--- config.mk ---
export PLATFORM = sky130hd
export DESIGN_NAME = mem_port_arbiter_flat
export DESIGN_NICKNAME = d
export VERILOG_FILES = /design/src/rtl/mem_port_arbiter_pkg.sv /design/src/rtl/mem_port_arbiter_if.sv /design/src/rtl/mem_port_arbiter_lat_counter.sv /design/src/rtl/mem_port_arbiter.sv /design/src/flat_wrapper.sv
export SDC_FILE = /design/constraint.sdc
export NUM_CORES = 1
export LEC_CHECK = 0
export ABC_AREA = 1
export ABC_CLOCK_PERIOD_IN_PS = 3950
export CAP_MARGIN = 20
export CORE_UTILIZATION = 36
export CTS_BUF_LIST = sky130_fd_sc_hd__clkbuf_4
export DETAILED_ROUTE_END_ITERATION = 6
export PLACE_DENSITY = 0.72
export SYNTH_ARGS = -nofsm -noshare
export SYNTH_HDL_FRONTEND = slang
export SYNTH_SLANG_ARGS = --single-unit
--- constraint.sdc ---
create_clock -name clk -period 3.95 [get_ports clk]
set_input_delay 0.5925 -clock clk [delete_from_list [all_inputs] [get_ports clk]]
set_output_delay 0.5925 -clock clk [all_outputs]
set_load 0.005 [all_outputs]
--- src/rtl/mem_port_arbiter_pkg.sv ---
// wisc_mem_pkg: shared widths, counter width and FSM state encoding for the memory port arbiter
package wisc_mem_pkg;
  localparam int ADDR_W = 16;
  localparam int DATA_W = 16;
  localparam int CNT_W = 4;
  typedef enum logic [2:0] {IDLE, BUSY_IF, BUSY_DM, DONE_IF, DONE_DM} state_t;
endpackage

--- src/rtl/mem_port_arbiter_if.sv ---
// mem_port_arbiter_if: IF/MEM stage request lines and memory-side bus of the arbiter
interface mem_port_arbiter_if #(
  parameter int ADDR_W = wisc_mem_pkg::ADDR_W,
  parameter int DATA_W = wisc_mem_pkg::DATA_W
);
  logic              if_req;
  logic [ADDR_W-1:0] if_addr;
  logic [DATA_W-1:0] if_rdata;
  logic              if_done;
  logic              if_stall;
  logic              dm_rd;
  logic              dm_wr;
  logic [ADDR_W-1:0] dm_addr;
  logic [DATA_W-1:0] dm_wdata;
  logic [DATA_W-1:0] dm_rdata;
  logic              dm_done;
  logic              dm_stall;
  logic              mem_en;
  logic              mem_wr;
  logic [ADDR_W-1:0] mem_addr;
  logic [DATA_W-1:0] mem_wdata;
  logic [DATA_W-1:0] mem_rdata;
  logic              err;
  modport slave (
    input  if_req, if_addr, dm_rd, dm_wr, dm_addr, dm_wdata, mem_rdata,
    output if_rdata, if_done, if_stall, dm_rdata, dm_done, dm_stall,
    output mem_en, mem_wr, mem_addr, mem_wdata, err
  );
  modport master (
    output if_req, if_addr, dm_rd, dm_wr, dm_addr, dm_wdata, mem_rdata,
    input  if_rdata, if_done, if_stall, dm_rdata, dm_done, dm_stall,
    input  mem_en, mem_wr, mem_addr, mem_wdata, err
  );
endinterface

--- src/rtl/mem_port_arbiter_lat_counter.sv ---
// lat_counter: loadable down-counter with zero flag timing the memory latency
module lat_counter
  import wisc_mem_pkg::*;
(
  input  logic             clk,
  input  logic             rst,
  input  logic             load,
  input  logic             dec,
  input  logic [CNT_W-1:0] val,
  output logic             zero
);
  logic [CNT_W-1:0] cnt;
  always_ff @(posedge clk)
    cnt <= rst ? '0 : load ? val : (dec && cnt != '0) ? cnt - 1'b1 : cnt;
  assign zero = cnt == '0;
endmodule

--- src/rtl/mem_port_arbiter.sv ---
// mem_port_arbiter: shares one fixed-latency memory between IF and MEM with DM priority
module mem_port_arbiter
  import wisc_mem_pkg::*;
#(
  parameter int MEM_LAT = 4
) (
  input logic clk,
  input logic rst,
  mem_port_arbiter_if.slave bus
);
  state_t state, next;
  logic grant_dm, grant_if, grant, busy, zero, cap;
  assign grant_dm = state == IDLE && (bus.dm_rd || bus.dm_wr);
  assign grant_if = state == IDLE && !grant_dm && bus.if_req;
  assign grant = grant_dm || grant_if;
  assign busy = state == BUSY_IF || state == BUSY_DM;
  assign cap = busy && zero;
  lat_counter u_cnt (
    .clk(clk),
    .rst(rst),
    .load(grant),
    .dec(busy),
    .val(CNT_W'(MEM_LAT)),
    .zero(zero)
  );
  always_ff @(posedge clk)
    state <= rst ? IDLE : next;
  always_comb begin
    next = grant_dm ? BUSY_DM :
           grant_if ? BUSY_IF :
           cap ? (state == BUSY_IF ? DONE_IF : DONE_DM) :
           (state == DONE_IF || state == DONE_DM) ? IDLE : state;
  end
  always_ff @(posedge clk) begin
    if (rst) begin
      bus.mem_en <= 1'b0;
      bus.mem_wr <= 1'b0;
      bus.mem_addr <= '0;
      bus.mem_wdata <= '0;
      bus.if_rdata <= '0;
      bus.dm_rdata <= '0;
      bus.err <= 1'b0;
    end else begin
      bus.mem_en <= grant;
      bus.err <= bus.err || (grant_dm && bus.dm_rd && bus.dm_wr);
      if (grant) begin
        bus.mem_wr <= grant_dm && bus.dm_wr;
        bus.mem_addr <= grant_dm ? bus.dm_addr : bus.if_addr;
        bus.mem_wdata <= bus.dm_wdata;
      end
      if (cap && state == BUSY_IF) bus.if_rdata <= bus.mem_rdata;
      if (cap && state == BUSY_DM && !bus.mem_wr) bus.dm_rdata <= bus.mem_rdata;
    end
  end
  assign bus.if_done = state == DONE_IF;
  assign bus.dm_done = state == DONE_DM;
  assign bus.if_stall = bus.if_req && !bus.if_done;
  assign bus.dm_stall = (bus.dm_rd || bus.dm_wr) && !bus.dm_done;
endmodule

--- src/flat_wrapper.sv ---
// flat-port wrapper written by rule: the top's interface ports become plain ports
module mem_port_arbiter_flat import wisc_mem_pkg::*;
#(
  parameter int MEM_LAT = 4
)
  (clk, rst, bus_if_req, bus_if_addr, bus_dm_rd, bus_dm_wr, bus_dm_addr, bus_dm_wdata, bus_mem_rdata, bus_if_rdata, bus_if_done, bus_if_stall, bus_dm_rdata, bus_dm_done, bus_dm_stall, bus_mem_en, bus_mem_wr, bus_mem_addr, bus_mem_wdata, bus_err);
  mem_port_arbiter_if bus_i ();
  input logic clk;
  input logic rst;
  input wire logic [$bits(bus_i.if_req)-1:0] bus_if_req;
  input wire logic [$bits(bus_i.if_addr)-1:0] bus_if_addr;
  input wire logic [$bits(bus_i.dm_rd)-1:0] bus_dm_rd;
  input wire logic [$bits(bus_i.dm_wr)-1:0] bus_dm_wr;
  input wire logic [$bits(bus_i.dm_addr)-1:0] bus_dm_addr;
  input wire logic [$bits(bus_i.dm_wdata)-1:0] bus_dm_wdata;
  input wire logic [$bits(bus_i.mem_rdata)-1:0] bus_mem_rdata;
  output wire logic [$bits(bus_i.if_rdata)-1:0] bus_if_rdata;
  output wire logic [$bits(bus_i.if_done)-1:0] bus_if_done;
  output wire logic [$bits(bus_i.if_stall)-1:0] bus_if_stall;
  output wire logic [$bits(bus_i.dm_rdata)-1:0] bus_dm_rdata;
  output wire logic [$bits(bus_i.dm_done)-1:0] bus_dm_done;
  output wire logic [$bits(bus_i.dm_stall)-1:0] bus_dm_stall;
  output wire logic [$bits(bus_i.mem_en)-1:0] bus_mem_en;
  output wire logic [$bits(bus_i.mem_wr)-1:0] bus_mem_wr;
  output wire logic [$bits(bus_i.mem_addr)-1:0] bus_mem_addr;
  output wire logic [$bits(bus_i.mem_wdata)-1:0] bus_mem_wdata;
  output wire logic [$bits(bus_i.err)-1:0] bus_err;
  assign bus_i.if_req = bus_if_req;
  assign bus_i.if_addr = bus_if_addr;
  assign bus_i.dm_rd = bus_dm_rd;
  assign bus_i.dm_wr = bus_dm_wr;
  assign bus_i.dm_addr = bus_dm_addr;
  assign bus_i.dm_wdata = bus_dm_wdata;
  assign bus_i.mem_rdata = bus_mem_rdata;
  assign bus_if_rdata = bus_i.if_rdata;
  assign bus_if_done = bus_i.if_done;
  assign bus_if_stall = bus_i.if_stall;
  assign bus_dm_rdata = bus_i.dm_rdata;
  assign bus_dm_done = bus_i.dm_done;
  assign bus_dm_stall = bus_i.dm_stall;
  assign bus_mem_en = bus_i.mem_en;
  assign bus_mem_wr = bus_i.mem_wr;
  assign bus_mem_addr = bus_i.mem_addr;
  assign bus_mem_wdata = bus_i.mem_wdata;
  assign bus_err = bus_i.err;
  mem_port_arbiter #(.MEM_LAT(MEM_LAT)) u_core (.clk(clk), .rst(rst), .bus(bus_i));
endmodule
# After elaboration in Yosys (flattened, before gate mapping)
# Index checks and enable logic that the tools add are counted.
totals:
  register_bits: 74
  input_bits: 69
  output_inout_bits: 71
  wordCells: 57
classes:
  n_addsub: 1
  n_eq_ne: 4
  mux: 8
  reduce_logical: 32
ops:
  columns: ["op", "n"]
  rows:
  - ["$mux W16", 1]
  - ["$mux W3", 5]
  - ["$logic_and A1 B1 Y1", 13]
  - ["$reduce_bool A4 Y1", 2]
  - ["$eq A3 B2 Y1 const B", 2]
  - ["$logic_or A1 B1 Y1", 5]
  - ["$logic_not A1 Y1", 4]
  - ["$logic_not A4 Y1", 1]
  - ["$mux W2", 2]
  - ["$reduce_bool A2 Y1", 2]
  - ["$reduce_or A2 Y1", 2]
  - ["$sub A4 B1 Y4 const B", 1]
  - ["$eq A3 B1 Y1 const B", 1]
  - ["$eq A3 B3 Y1 const B", 1]
  - ["$logic_not A3 Y1", 1]
  - ["$reduce_bool A3 Y1", 1]
  - ["$reduce_or A3 Y1", 1]

# Longest topological paths before layout
depth:
  word_depth: 7
  mapped_depth: 9
  depth_no_buf: 8

# By module
# Synthesis repeated with hierarchy kept, for this count alone.
hier_totals:
  hier_cells: 428
  hier_area_um2: 3035.4
modules_own_cells:
  columns: ["module", "n_inst", "cells_each", "area_per_inst_um2", "seq_area_each_um2"]
  rows:
  - ["mem_port_arbiter", 1, 382, 2762.6, 1401.3]
  - ["lat_counter", 1, 46, 272.8, 80.1]

# Least setup slack after synthesis
# No wires, ideal clock.
synth_timing:
  path_kind: "input -> register"
  start: "in bus_dm_rd"
  end: "reg u_core.bus.mem_addr[10]"
  arrival_time_ps: 1461
  t_required_ps: 3892
  slack_ps: 2431
  stages: 8
  cell_sequence: "nor2_2 -> nor2_8 -> inv_4 -> nand3_2 -> inv_2 -> buf_4 -> nand2_1 -> nand2_1"
synth_via:
  elab_chain_len: 6
synth_lines:
  columns: ["element", "line", "rtl"]
  rows:
  - ["from (decl)", "flat_wrapper.sv:12", "input wire logic [$bits(bus_i.dm_rd)-1:0] bus_dm_rd;"]
  - ["$logic_or A1 B1 Y1 (*)", "mem_port_arbiter.sv:13", "assign grant_dm = state == IDLE && (bus.dm_rd || bus.dm_wr);"]
  - ["$logic_and A1 B1 Y1 (*)", "mem_port_arbiter.sv:13", null]
  - ["$logic_not A1 Y1", "mem_port_arbiter.sv:14", "assign grant_if = state == IDLE && !grant_dm && bus.if_req;"]
  - ["$logic_and A1 B1 Y1 (2 in series)", "mem_port_arbiter.sv:14", null]
  - ["$logic_or A1 B1 Y1", "mem_port_arbiter.sv:15", "assign grant = grant_dm || grant_if;"]
  - ["to (signal assigned)", "mem_port_arbiter.sv:48", "bus.mem_addr <= grant_dm ? bus.dm_addr : bus.if_addr;"]
  - ["to (decl)", "mem_port_arbiter_if.sv:27", "output mem_en, mem_wr, mem_addr, mem_wdata, err"]
# Mark *: on every way between the ends. The rest lies on a longest branch, timed or not.
# A chain may end at the register's enable or synchronous reset.

# Worst setup path after layout
layout_timing:
  start: "in bus_dm_rd"
  end: "out bus_dm_stall"
layout_via:
  elab_chain_len: 2
layout_lines:
  columns: ["element", "line", "rtl"]
  rows:
  - ["$logic_or A1 B1 Y1", "mem_port_arbiter.sv:58", "assign bus.dm_stall = (bus.dm_rd || bus.dm_wr) && !bus.dm_done;"]
  - ["$logic_and A1 B1 Y1", "mem_port_arbiter.sv:58", null]
  - ["to (decl)", "flat_wrapper.sv:22", "output wire logic [$bits(bus_i.dm_stall)-1:0] bus_dm_stall;"]
# Every way passes these cells.

==> flow_metrics.py <==
metrics = {
    "drt": {
        "wl_per_cell_um": 11.8,
        "viasPerCell": 4.44,
        "drt_iter0_drc": 73,
        "maxUsedRoutingLayer": "met4",
        "via_count": 2875,
        "drt-met1-wl_um": 3300,
        "antenna_left": 0,
        "wl_met3_um": 312,
        "post-route-drc-count": 0,
        "dr.pass1.iters": 4,
        "drt_wl_total_um": 7630,
        "wl_met2_um": 3880,
    },
    "clocking": {
        "clk_pin_slew_worst_paths_ns": 0.11,
        "cts_resized": 0,
        "postCtsSetupRepairBufs": 0,
        "cts.sinks": 74,
        "cts_buffers": 9,
        "cts_root_buffer": "clkbuf_4",
        "cts_tree": "yes",
        "clockBufferDepth": 2,
        "postCtsHoldBufs": 0,
        "cts-htree-levels": 3,
        "clk_latency_ns": 0.41,
    },
    "yosys": {
        "netlist.area_leader.share_pct": 51.3,
        "postSynthCellCount": 404,
        "ys_warn_count": 0,
        "ys_seq_area_share_pct": 51.3,
        "ys_async_sr_fraction_pct": 0,
        "synth_edf_count": 0,
        "synth-main-ff-cell": "dfxtp_1",
        "synth.distinct_cells": 22,
        "ys_ff_latch": 74,
        "yosysMostFrequentCell": "nand2_1",
        "syn_nets": 474,
        "ys_top_cells_by_count": "163 x nand2_1, 74 x dfxtp_1, 72 x nor2_1",
        "syn_area_per_cell_um2": 7.15,
        "yosysTopAreaCell": "dfxtp_1",
        "synth_area_leaders": "dfxtp_1 51%, nand2_1 21%, nor2_1 9.4%",
        "netlist_area_um2": 2890,
    },
    "timing": {
        "period_share_pct": 62.1,
        "fin_setup_tns_ns": 0,
        "fmaxAchievable_mhz": 407,
        "rsz0062_at_grt": "no",
        "worstMarginPinSlew_ns": 0.822,
        "min_period_ns": 2.45,
        "slew_headroom_pct": 45.1,
        "slew_viol_final": 0,
        "clock_skew_ns": 0.0153,
        "setup_viol": 0,
        "hold_viol_final": 0,
    },
    "final_layout": {
        "area_growth_pct": 56.0,
        "nets": 610,
        "fin_util_pct": 58.3,
        "multi_input_area_um2": 1240,
        "antenna_cells": 0,
        "fillers": 699,
        "drive_above_1_share_pct": 5.69,
        "seq_area_um2": 1480,
    },
    "worst_setup_path": {
        "cp_top_family": "buffers and inverters",
        "crit_top_cell": "clkdlybuf4s50_1",
        "crit_type": "primary input to output pin",
        "r2r_start": "u_core.u_cnt.cnt[0]",
        "path_buf_inv": 2,
        "cp_cell_sequence": "clkdlybuf4s50_1 > nor2_2 > nor2_1 > clkdlybuf4s50_1",
        "crit_slowest_cell": "clkdlybuf4s50_1",
        "worstPathMaxFanout": 3,
        "startpoint_type": "primary input",
        "cp_slowest_stage_delay_ns": 0.47,
        "regToRegEndpoint": "u_core.bus.if_rdata[11]",
        "reg2reg_depth": 7,
        "crit_path_end_kind": "output pin",
        "worst_ep_required_time_ns": 3.36,
        "cp.arrival_ns": 1.86,
        "r2r_slack_ns": 1.69,
    },
    "grt": {
        "grt_max_degree": 38,
        "grt_usage_pct": 18.6,
        "antenna_found_initial": 0,
        "overflow": 0,
        "grt_pass1_vias": 2717,
        "grt_pass1_wl_um": 12300,
    },
    "placed_design": {
        "place.gp.congestion": 0.795,
        "place_hpwl_um": 5600,
        "io_buffers": 139,
    },
    "min_path": {
        "holdPathStages": 2,
        "holdPathEnd": "u_core.bus.mem_addr[1]",
        "min-delay-start": "u_core.bus.mem_addr[1]",
        "holdCritPathClass": "register to register",
    },
    "power_and_ir_drop": {
        "ir_worst_vdd_v": 0.000171,
        "finalPower_mw": 1.88,
        "leakage_nw": 1.99,
        "p_per_area_nw_per_um2": 418,
    },
    "floorplan": {
        "fp-row-count": 32,
        "die_width_um": 91.6,
        "die_area_um2": 8390,
        "start_util_pct": 37.4,
        "num_io_pins": 140,
        "coreArea_um2": 7730,
        "die_h_um": 91.6,
    },
    "run_status": {
        "status": "completed",
    },
    "run": {
        "drv_cap": 0,
    },
}
## stage by stage
| step | area (µm²) | instances | hold WS, ns | setup slack (ns) |
|---|---|---|---|---|
| floorplan | 2890 | 404 | 0.445 | 2.43 |
| global placement | 4330 | 631 | 0.435 | 1.38 |
| detailed placement | 4330 | 631 | 0.438 | 1.33 |
| CTS | 4510 | 647 | 0.460 | 1.48 |
| global route | 4510 | 647 | 0.474 | 1.47 |
| finish | 4510 | 647 | 0.458 | 1.50 |
## cell usage in the layout (no fill, tap or decap), types with 2 or more instances in the layout
cell,instances
nand2_1,163
clkdlybuf4s50_1,139
dfxtp_1,74
nor2_1,72
o21ai_0,35
inv_1,12
clkbuf_4,10
nand3_1,8
inv_2,7
a21oi_1,6
clkinv_1,3
bufinv_16,3
nor2_2,2
nand3_2,2
## routing by layer
| layer | vias up | track usage (%) |
|---|---|---|
| met5 | - | 0 |
| met4 | 0 | 7.80 |
| met3 | 11 | 3.94 |
| met2 | 73 | 33.3 |
| met1 | 1273 | 21.2 |
| li1 | 1518 | - |
## final cells by class
type	instances	share of cell area [%]
flip-flops and latches	74	32.9
repair buffers	140	31.0
multi-input cells	294	27.5
well taps	102	2.83
clock inverters	6	2.33
inverters	21	1.80
clock buffers	10	1.67
## worst max-delay path by stage
stage	from	endpoint	slack, ns	cells after the start
6_report	bus_dm_rd	bus_dm_stall	1.50	4
3_5_place_dp	bus_dm_rd	u_core.bus.mem_wdata[1]	1.33	7
5_1_grt	bus_dm_rd	bus_dm_stall	1.47	4
4_1_cts	bus_dm_rd	bus_dm_stall	1.48	4
2_1_floorplan	bus_dm_rd	u_core.bus.mem_addr[10]	2.43	8
3_3_place_gp	bus_dm_rd	u_core.bus.mem_addr[8]	1.38	7
## flip-flops by register name, indices dropped and copies added (netlist names)
name / count
u_core.bus.dm_rdata: 16
u_core.bus.err: 1
u_core.bus.if_rdata: 16
u_core.bus.mem_addr: 16
u_core.bus.mem_en: 1
u_core.bus.mem_wdata: 16
u_core.bus.mem_wr: 1
u_core.state: 3
u_core.u_cnt.cnt: 4
## report_power, final
group          switching (mW)  total, mW  internal (mW)
combinational           0.201      0.440          0.239
sequential             0.0403      0.862          0.821
clock                   0.258      0.582          0.324
## tightest hold or removal path, cell delays in order, from the launching register on
cell,delay (ns)
dfxtp_1,0.33
nand2_1,0.06
nand2_1,0.04
## logic make-up after synthesis
family                   after synthesis  share of synthesized area, %
AND/OR/NAND/NOR                      251                          34.8
flip-flops                            74                          51.3
AO/OA/AOI/OAI                         42                          7.67
buffers and inverters                 36                          5.85
adder cells (fa/ha/maj)                1                         0.433
(Power assumes the default switching activity.)
